--- src/rtl/seg_pkg.sv ---
// Shared definitions for the countdown 7-segment display: scan states,
// segment encodings (active-low, {g,f,e,d,c,b,a}) and display geometry.
package seg_pkg;

  localparam int unsigned SEG_W  = 7;
  localparam int unsigned DIGITS = 4;

  localparam logic [SEG_W-1:0] SEG_BLANK = 7'h7F;

  // Index n holds the pattern for numeral n; element 9 is written first.
  localparam logic [9:0][SEG_W-1:0] SEG_TABLE = {
    7'b0010000,  // 9
    7'b0000000,  // 8
    7'b1111000,  // 7
    7'b0000010,  // 6
    7'b0010010,  // 5
    7'b0011001,  // 4
    7'b0110000,  // 3
    7'b0100100,  // 2
    7'b1111001,  // 1
    7'b1000000   // 0
  };

  // Bit 0 set marks a DIG state; bits [2:1] give the digit index.
  typedef enum logic [2:0] {
    BLANK0 = 3'd0,
    DIG0   = 3'd1,
    BLANK1 = 3'd2,
    DIG1   = 3'd3,
    BLANK2 = 3'd4,
    DIG2   = 3'd5,
    BLANK3 = 3'd6,
    DIG3   = 3'd7
  } scan_state_e;

endpackage

--- src/rtl/bcd_to_seg.sv ---
// Combinational decimal-digit to active-low 7-segment decoder; non-decimal
// codes produce a blank digit.
module bcd_to_seg
  import seg_pkg::*;
(
  input  logic [3:0]       digit,
  output logic [SEG_W-1:0] seg
);

  always_comb begin
    seg = SEG_BLANK;
    if (digit < 4'd10) seg = SEG_TABLE[digit];
  end

endmodule

--- src/rtl/countdown_seg_display.sv ---
// Multiplexed 4-digit common-anode display of the 0..31 countdown value with
// blink-at-zero. Define LEAD_ZERO_BLANK_EN to blank a leading zero tens digit.
module countdown_seg_display
  import seg_pkg::*;
#(
  parameter int unsigned REFRESH_DIV = 100000,
  parameter int unsigned BLINK_DIV   = 25000000
) (
  input  logic              clock,
  input  logic              reset_n,
  input  logic [4:0]        countdown,
  input  logic              blink_en,
  output logic [SEG_W-1:0]  seg,
  output logic              dp,
  output logic [DIGITS-1:0] an
);

  localparam int unsigned RW = (REFRESH_DIV > 1) ? $clog2(REFRESH_DIV) : 1;
  localparam int unsigned BW = (BLINK_DIV > 1) ? $clog2(BLINK_DIV) : 1;

  logic [4:0]        s1_q, s2_q, disp_val_q, disp_val_d;
  logic [RW-1:0]     ref_cnt_q, ref_cnt_d;
  logic [BW-1:0]     blink_cnt_q, blink_cnt_d;
  logic              blink_phase_q, blink_phase_d;
  scan_state_e       state_q, state_d;
  logic [SEG_W-1:0]  seg_q, seg_d;
  logic [DIGITS-1:0] an_q, an_d;

  logic [1:0]       tens;
  logic [3:0]       ones, digit_sel;
  logic [SEG_W-1:0] digit_seg;
  logic             is_dig, tick, blink_arm, blank_all;

  bcd_to_seg u_bcd_to_seg (
    .digit (digit_sel),
    .seg   (digit_seg)
  );

  always_comb begin
    disp_val_d = (s1_q == s2_q) ? s2_q : disp_val_q;

    if (disp_val_q >= 5'd30)      tens = 2'd3;
    else if (disp_val_q >= 5'd20) tens = 2'd2;
    else if (disp_val_q >= 5'd10) tens = 2'd1;
    else                          tens = 2'd0;
    ones = 4'(disp_val_q - 5'(10 * tens));

    // Refresh counter only runs during DIG states, so each DIG slot lasts
    // exactly REFRESH_DIV cycles and BLANK slots add one cycle on top.
    is_dig    = state_q[0];
    tick      = is_dig && (ref_cnt_q == RW'(REFRESH_DIV - 1));
    ref_cnt_d = (!is_dig || tick) ? '0 : ref_cnt_q + 1'b1;
    state_d   = (!is_dig || tick) ? scan_state_e'(state_q + 3'd1) : state_q;

    blink_arm     = (disp_val_q == 5'd0) && blink_en;
    blink_cnt_d   = '0;
    blink_phase_d = 1'b0;
    if (blink_arm) begin
      blink_phase_d = blink_phase_q;
      if (blink_cnt_q == BW'(BLINK_DIV - 1)) blink_phase_d = ~blink_phase_q;
      else                                   blink_cnt_d   = blink_cnt_q + 1'b1;
    end
    blank_all = blink_arm && blink_phase_q;

    // Outputs are derived from the next state so they register in step with it.
    digit_sel = (state_d == DIG1) ? {2'b00, tens} : ones;
    an_d      = '1;
    seg_d     = SEG_BLANK;
    if (state_d[0]) begin
      an_d[state_d[2:1]] = 1'b0;
      case (state_d)
        DIG0: seg_d = digit_seg;
`ifdef LEAD_ZERO_BLANK_EN
        DIG1: seg_d = (tens == 2'd0) ? SEG_BLANK : digit_seg;
`else
        DIG1: seg_d = digit_seg;
`endif
        default: seg_d = SEG_BLANK;
      endcase
      if (blank_all) seg_d = SEG_BLANK;
    end
  end

  always_ff @(posedge clock or negedge reset_n) begin
    if (!reset_n) begin
      s1_q          <= '0;
      s2_q          <= '0;
      disp_val_q    <= '0;
      ref_cnt_q     <= '0;
      blink_cnt_q   <= '0;
      blink_phase_q <= 1'b0;
      state_q       <= BLANK0;
      seg_q         <= SEG_BLANK;
      an_q          <= '1;
    end else begin
      s1_q          <= countdown;
      s2_q          <= s1_q;
      disp_val_q    <= disp_val_d;
      ref_cnt_q     <= ref_cnt_d;
      blink_cnt_q   <= blink_cnt_d;
      blink_phase_q <= blink_phase_d;
      state_q       <= state_d;
      seg_q         <= seg_d;
      an_q          <= an_d;
    end
  end

  assign seg = seg_q;
  assign an  = an_q;
  assign dp  = 1'b1;

endmodule

--- config.mk ---
export PLATFORM = sky130hd
export DESIGN_NAME = countdown_seg_display
export DESIGN_NICKNAME = d
export VERILOG_FILES = /design/src/rtl/seg_pkg.sv /design/src/rtl/bcd_to_seg.sv /design/src/rtl/countdown_seg_display.sv
export SDC_FILE = /design/constraint.sdc
export NUM_CORES = 1
export LEC_CHECK = 0
export CAP_MARGIN = 20
export CELL_PAD_IN_SITES_DETAIL_PLACEMENT = 1
export CELL_PAD_IN_SITES_GLOBAL_PLACEMENT = 2
export CORE_MARGIN = 3
export CORE_UTILIZATION = 37
export CTS_BUF_LIST = sky130_fd_sc_hd__clkbuf_2 sky130_fd_sc_hd__clkbuf_4 sky130_fd_sc_hd__clkbuf_8
export CTS_CLUSTER_DIAMETER = 30
export CTS_CLUSTER_SIZE = 30
export DETAILED_ROUTE_END_ITERATION = 10
export HOLD_SLACK_MARGIN = 0.12
export PLACE_DENSITY = 0.86
export SLEW_MARGIN = 15
export SYNTH_ARGS = -nofsm -noshare
export SYNTH_HDL_FRONTEND = slang
export SYNTH_HIERARCHICAL = 1
export SYNTH_SLANG_ARGS = --single-unit
--- constraint.sdc ---
create_clock -name clock -period 2.73 [get_ports clock]
set_input_delay 0.546 -clock clock [delete_from_list [all_inputs] [get_ports clock]]
set_output_delay 0.546 -clock clock [all_outputs]
set_load 0.02 [all_outputs]
==> impl_metrics.py <==
metrics = {
    "sta": {
        "worst_clock_skew_ns": 0.00540,
        "fin_tns_setup_ns": 0,
        "worst_slew_pin_slew_ns": 0.680,
        "post-route-min-period_ns": 2.58,
        "max_freq_mhz": 388,
        "rsz0062_at_grt": "true",
        "relSlewSlack": 0.543,
        "final.period_utilization": 0.945,
        "hold_violations": 0,
        "finalSetupViolations": 0,
        "drv_slew": 0,
    },
    "route": {
        "dr.pass1.iters": 4,
        "drc": 0,
        "wire_per_inst_um": 14.5,
        "drt_iter0_drc": 63,
        "ant_nets": 0,
        "routed_wl_mm": 7.48,
        "num_vias": 2687,
        "viasPerCell": 5.22,
    },
    "layout": {
        "fillCellCount": 1057,
        "diodes": 0,
        "area_growth_pct": 19.0,
        "final_area_um2": 4280,
        "nets": 399,
        "final_cells": 515,
        "layout-drive-gt1-share": 0.207,
    },
    "global_routing": {
        "grt_pass1_wl_mm": 13.0,
        "grt.overflow.total": 0,
        "grt_max_degree": 30,
        "track_usage": 0.146,
        "first_global_vias": 2815,
        "antenna_found_initial": 0,
    },
    "worst_setup_path": {
        "crit_type": "flip-flop to flip-flop",
        "cp_slowest_cell": "dfrtp_2",
        "required_ns": 3.00,
        "startpoint_type": "flip-flop",
        "arrival_ns": 2.85,
        "cp_max_fo": 5,
        "slowest_delay_ns": 0.45,
        "end_kind": "flip-flop",
        "cp_cell_sequence": "ha_4, xor2_1, nor2b_2, a31o_4, mux2_4, ha_1, or2_1, a21oi_2, nor2_1, or2_2",
    },
    "pwr": {
        "peakVddDrop_uv": 439,
        "pwr_density_cell_nw_per_um2": 791,
        "p_leak_nw": 1.73,
    },
    "floorplanning": {
        "rows": 35,
        "coreArea_um2": 9330,
        "die_area_um2": 10900,
        "pin_count": 20,
        "die_h_um": 105,
        "initial_utilization": 0.385,
        "die_w_um": 105,
    },
    "placed_design": {
        "dp_cells": 497,
        "post-dp-hpwl_mm": 5.28,
        "dpl_cell_area_um2": 4020,
        "portBuffers": 18,
        "gp_congestion": 0.772,
    },
    "clock_tree": {
        "clk_path_buf_depth": 2,
        "htreeDepth": 3,
        "cts.sinks": 72,
        "cts_tree": "done",
        "cts_root_buf": "clkbuf_8",
        "insertion_delay_ns": 0.34,
        "clkTransAtPathRegs_ns": 0.08,
        "hold_buffers": 0,
        "numCtsBuffers": 9,
    },
    "synth": {
        "syn_area_per_cell_um2": 10.4,
        "netlist_area_um2": 3590,
        "ys.flop_type": "dfrtp_1",
        "synth_cell_types": 48,
        "ys_async_sr_fraction": 1.00,
        "ys_top_cells_by_area": "dfrtp_1 42%, dfstp_2 8.0%, xnor2_1 4.4%",
        "synth_top_area_frac": 0.425,
        "ys_seq_area_frac": 0.505,
        "ys_ff_latch": 72,
        "synth_top_area_cell": "dfrtp_1",
        "synth_cells": 346,
        "syn_nets": 364,
        "yosys_warnings": 6,
        "synth_edf_count": 0,
    },
    "run": {
        "drv_cap": 0,
    },
    "run_status": {
        "outcome": "finished, final reports clean",
    },
    "min_path": {
        "min_path_type": "primary input to async pin",
    },
}
-- report_power, final --
group          total [mW]  leakage, nW  internal [mW]  switching, mW
combinational        1.29        0.701          0.639          0.646
sequential           1.28        0.919           1.22         0.0591
clock               0.819        0.106          0.433          0.387
total                3.38         1.73           2.29           1.09
-- stage by stage --
stage / util / worst slack [ns] / hold slack [ns] / total power, mW
floorplan: - / 0.00837 / 0.250 / 2.23
global placement: 0.430 / 0.120 / 0.380 / 2.55
detailed placement: 0.430 / 0.0347 / 0.393 / 2.59
CTS: 0.452 / 0.0274 / 0.222 / 3.42
global route: 0.459 / -0.0245 / 0.252 / 3.67
finish: 0.459 / 0.151 / 0.213 / 3.38
-- final timing paths --
path	slack [ns]	from	cells after the start	to
setup / recovery	0.15	state_q[1]	10	seg[0]
hold / removal	0.21	reset_n	1	state_q[1]
setup reg to reg	0.15	state_q[1]	10	seg[0]
hold reg to reg	0.40	s1_q[2]	0	s2_q[2]
max in group asynchronous	1.73	reset_n	2	blink_cnt_q[6]
min in group clock	0.40	s1_q[2]	0	s2_q[2]
-- kinds of logic after synthesis --
logic type      count (synthesis)  share of synthesized area
flops                          72                      0.505
compound gates                 43                     0.0787
fa+ha+maj                      12                     0.0425
other cells                     1                    0.00104
simple gates                  145                      0.224
xor+xnor                       35                     0.0853
buf+inv                        29                     0.0355
mux                             9                     0.0278
-- state kept, by name, indices dropped and copies added, names as in the netlist, 3 cells and up --
name,count
disp_val_q,5
an,4
blink_cnt_q,25
seg,7
state_q,3
ref_cnt_q,17
s1_q,5
s2_q,5
-- area by class of cell --
cell class | count | area [um^2] | share of cell area
Clock buffer | 13 | 179 | 0.0418
Clock inverter | 3 | 22.5 | 0.00526
Inverter | 16 | 60.1 | 0.0140
Multi-Input combinational cell | 245 | 1720 | 0.402
Sequential cell | 72 | 1820 | 0.425
Tap cell | 129 | 161 | 0.0377
Timing Repair Buffer | 37 | 318 | 0.0743
-- cell usage in the layout, fill, tap and decap left out, types with 2 or more instances in the layout --
cell	synthesis	routed
dfrtp_1	61	60
nor2_1	27	26
nor3_1	22	21
buf_4	1	19
xnor2_1	18	18
xor2_1	17	17
nand2_1	17	17
clkdlybuf4s50_1	0	17
inv_1	16	15
nand4_1	13	13
clkbuf_8	0	13
o21ai_0	12	12
nand3_1	12	12
dfstp_2	11	11
a211oi_1	10	10
or3_1	9	9
or2_2	9	9
mux2_2	8	7
a21oi_1	6	6
ha_1	9	6
and4_1	5	5
or4_1	5	5
and3_1	4	4
o31ai_1	4	4
nor4_1	4	4
a32oi_1	3	3
a31oi_1	3	3
nand2b_1	3	3
nor4b_1	3	2
nor2b_1	3	2
maj3_1	2	2
ha_4	0	2
-- worst max-delay path: cells and delay by family, from the launching register on --
| family | cells | cell delay, ns |
|---|---|---|
| and+or+nand+nor | 4 | 0.66 |
| DFF | 1 | 0.45 |
| AOI/OAI and AO/OA | 2 | 0.39 |
| adders and majority gates | 2 | 0.37 |
| muxes | 1 | 0.33 |
| xor gates and xnor gates | 1 | 0.30 |
-- what timing repair did --
action,CTS,global route
setup buffers,0,2
setup endpoints to repair,0,6
gates resized for setup,0,7
-- cells in the mapped netlist, drive strengths merged (4+ instances only) --
library cell and instances:
dfstp 11, dfrtp 61, nand3 13, or4 6
a211oi 10, ha 9, and3 4, xor2 17
inv 16, or2 10, o21ai 12, a21oi 7
mux2 8, and4 6, nor3 22, clkbuf 10
nor2 27, o31ai 4, or3 9, nand2 17
xnor2 18, nand4 14, nor4 4
-- routing by layer --
layer  GRT usage  vias up  wire, um
met2       0.252       28      3800
met5           0        -         0
li1            -     1303         -
met1       0.174     1345      3360
met4      0.0532        0       117
met3      0.0395       11       206
Note: power is estimated with default switching activity, not from simulation.
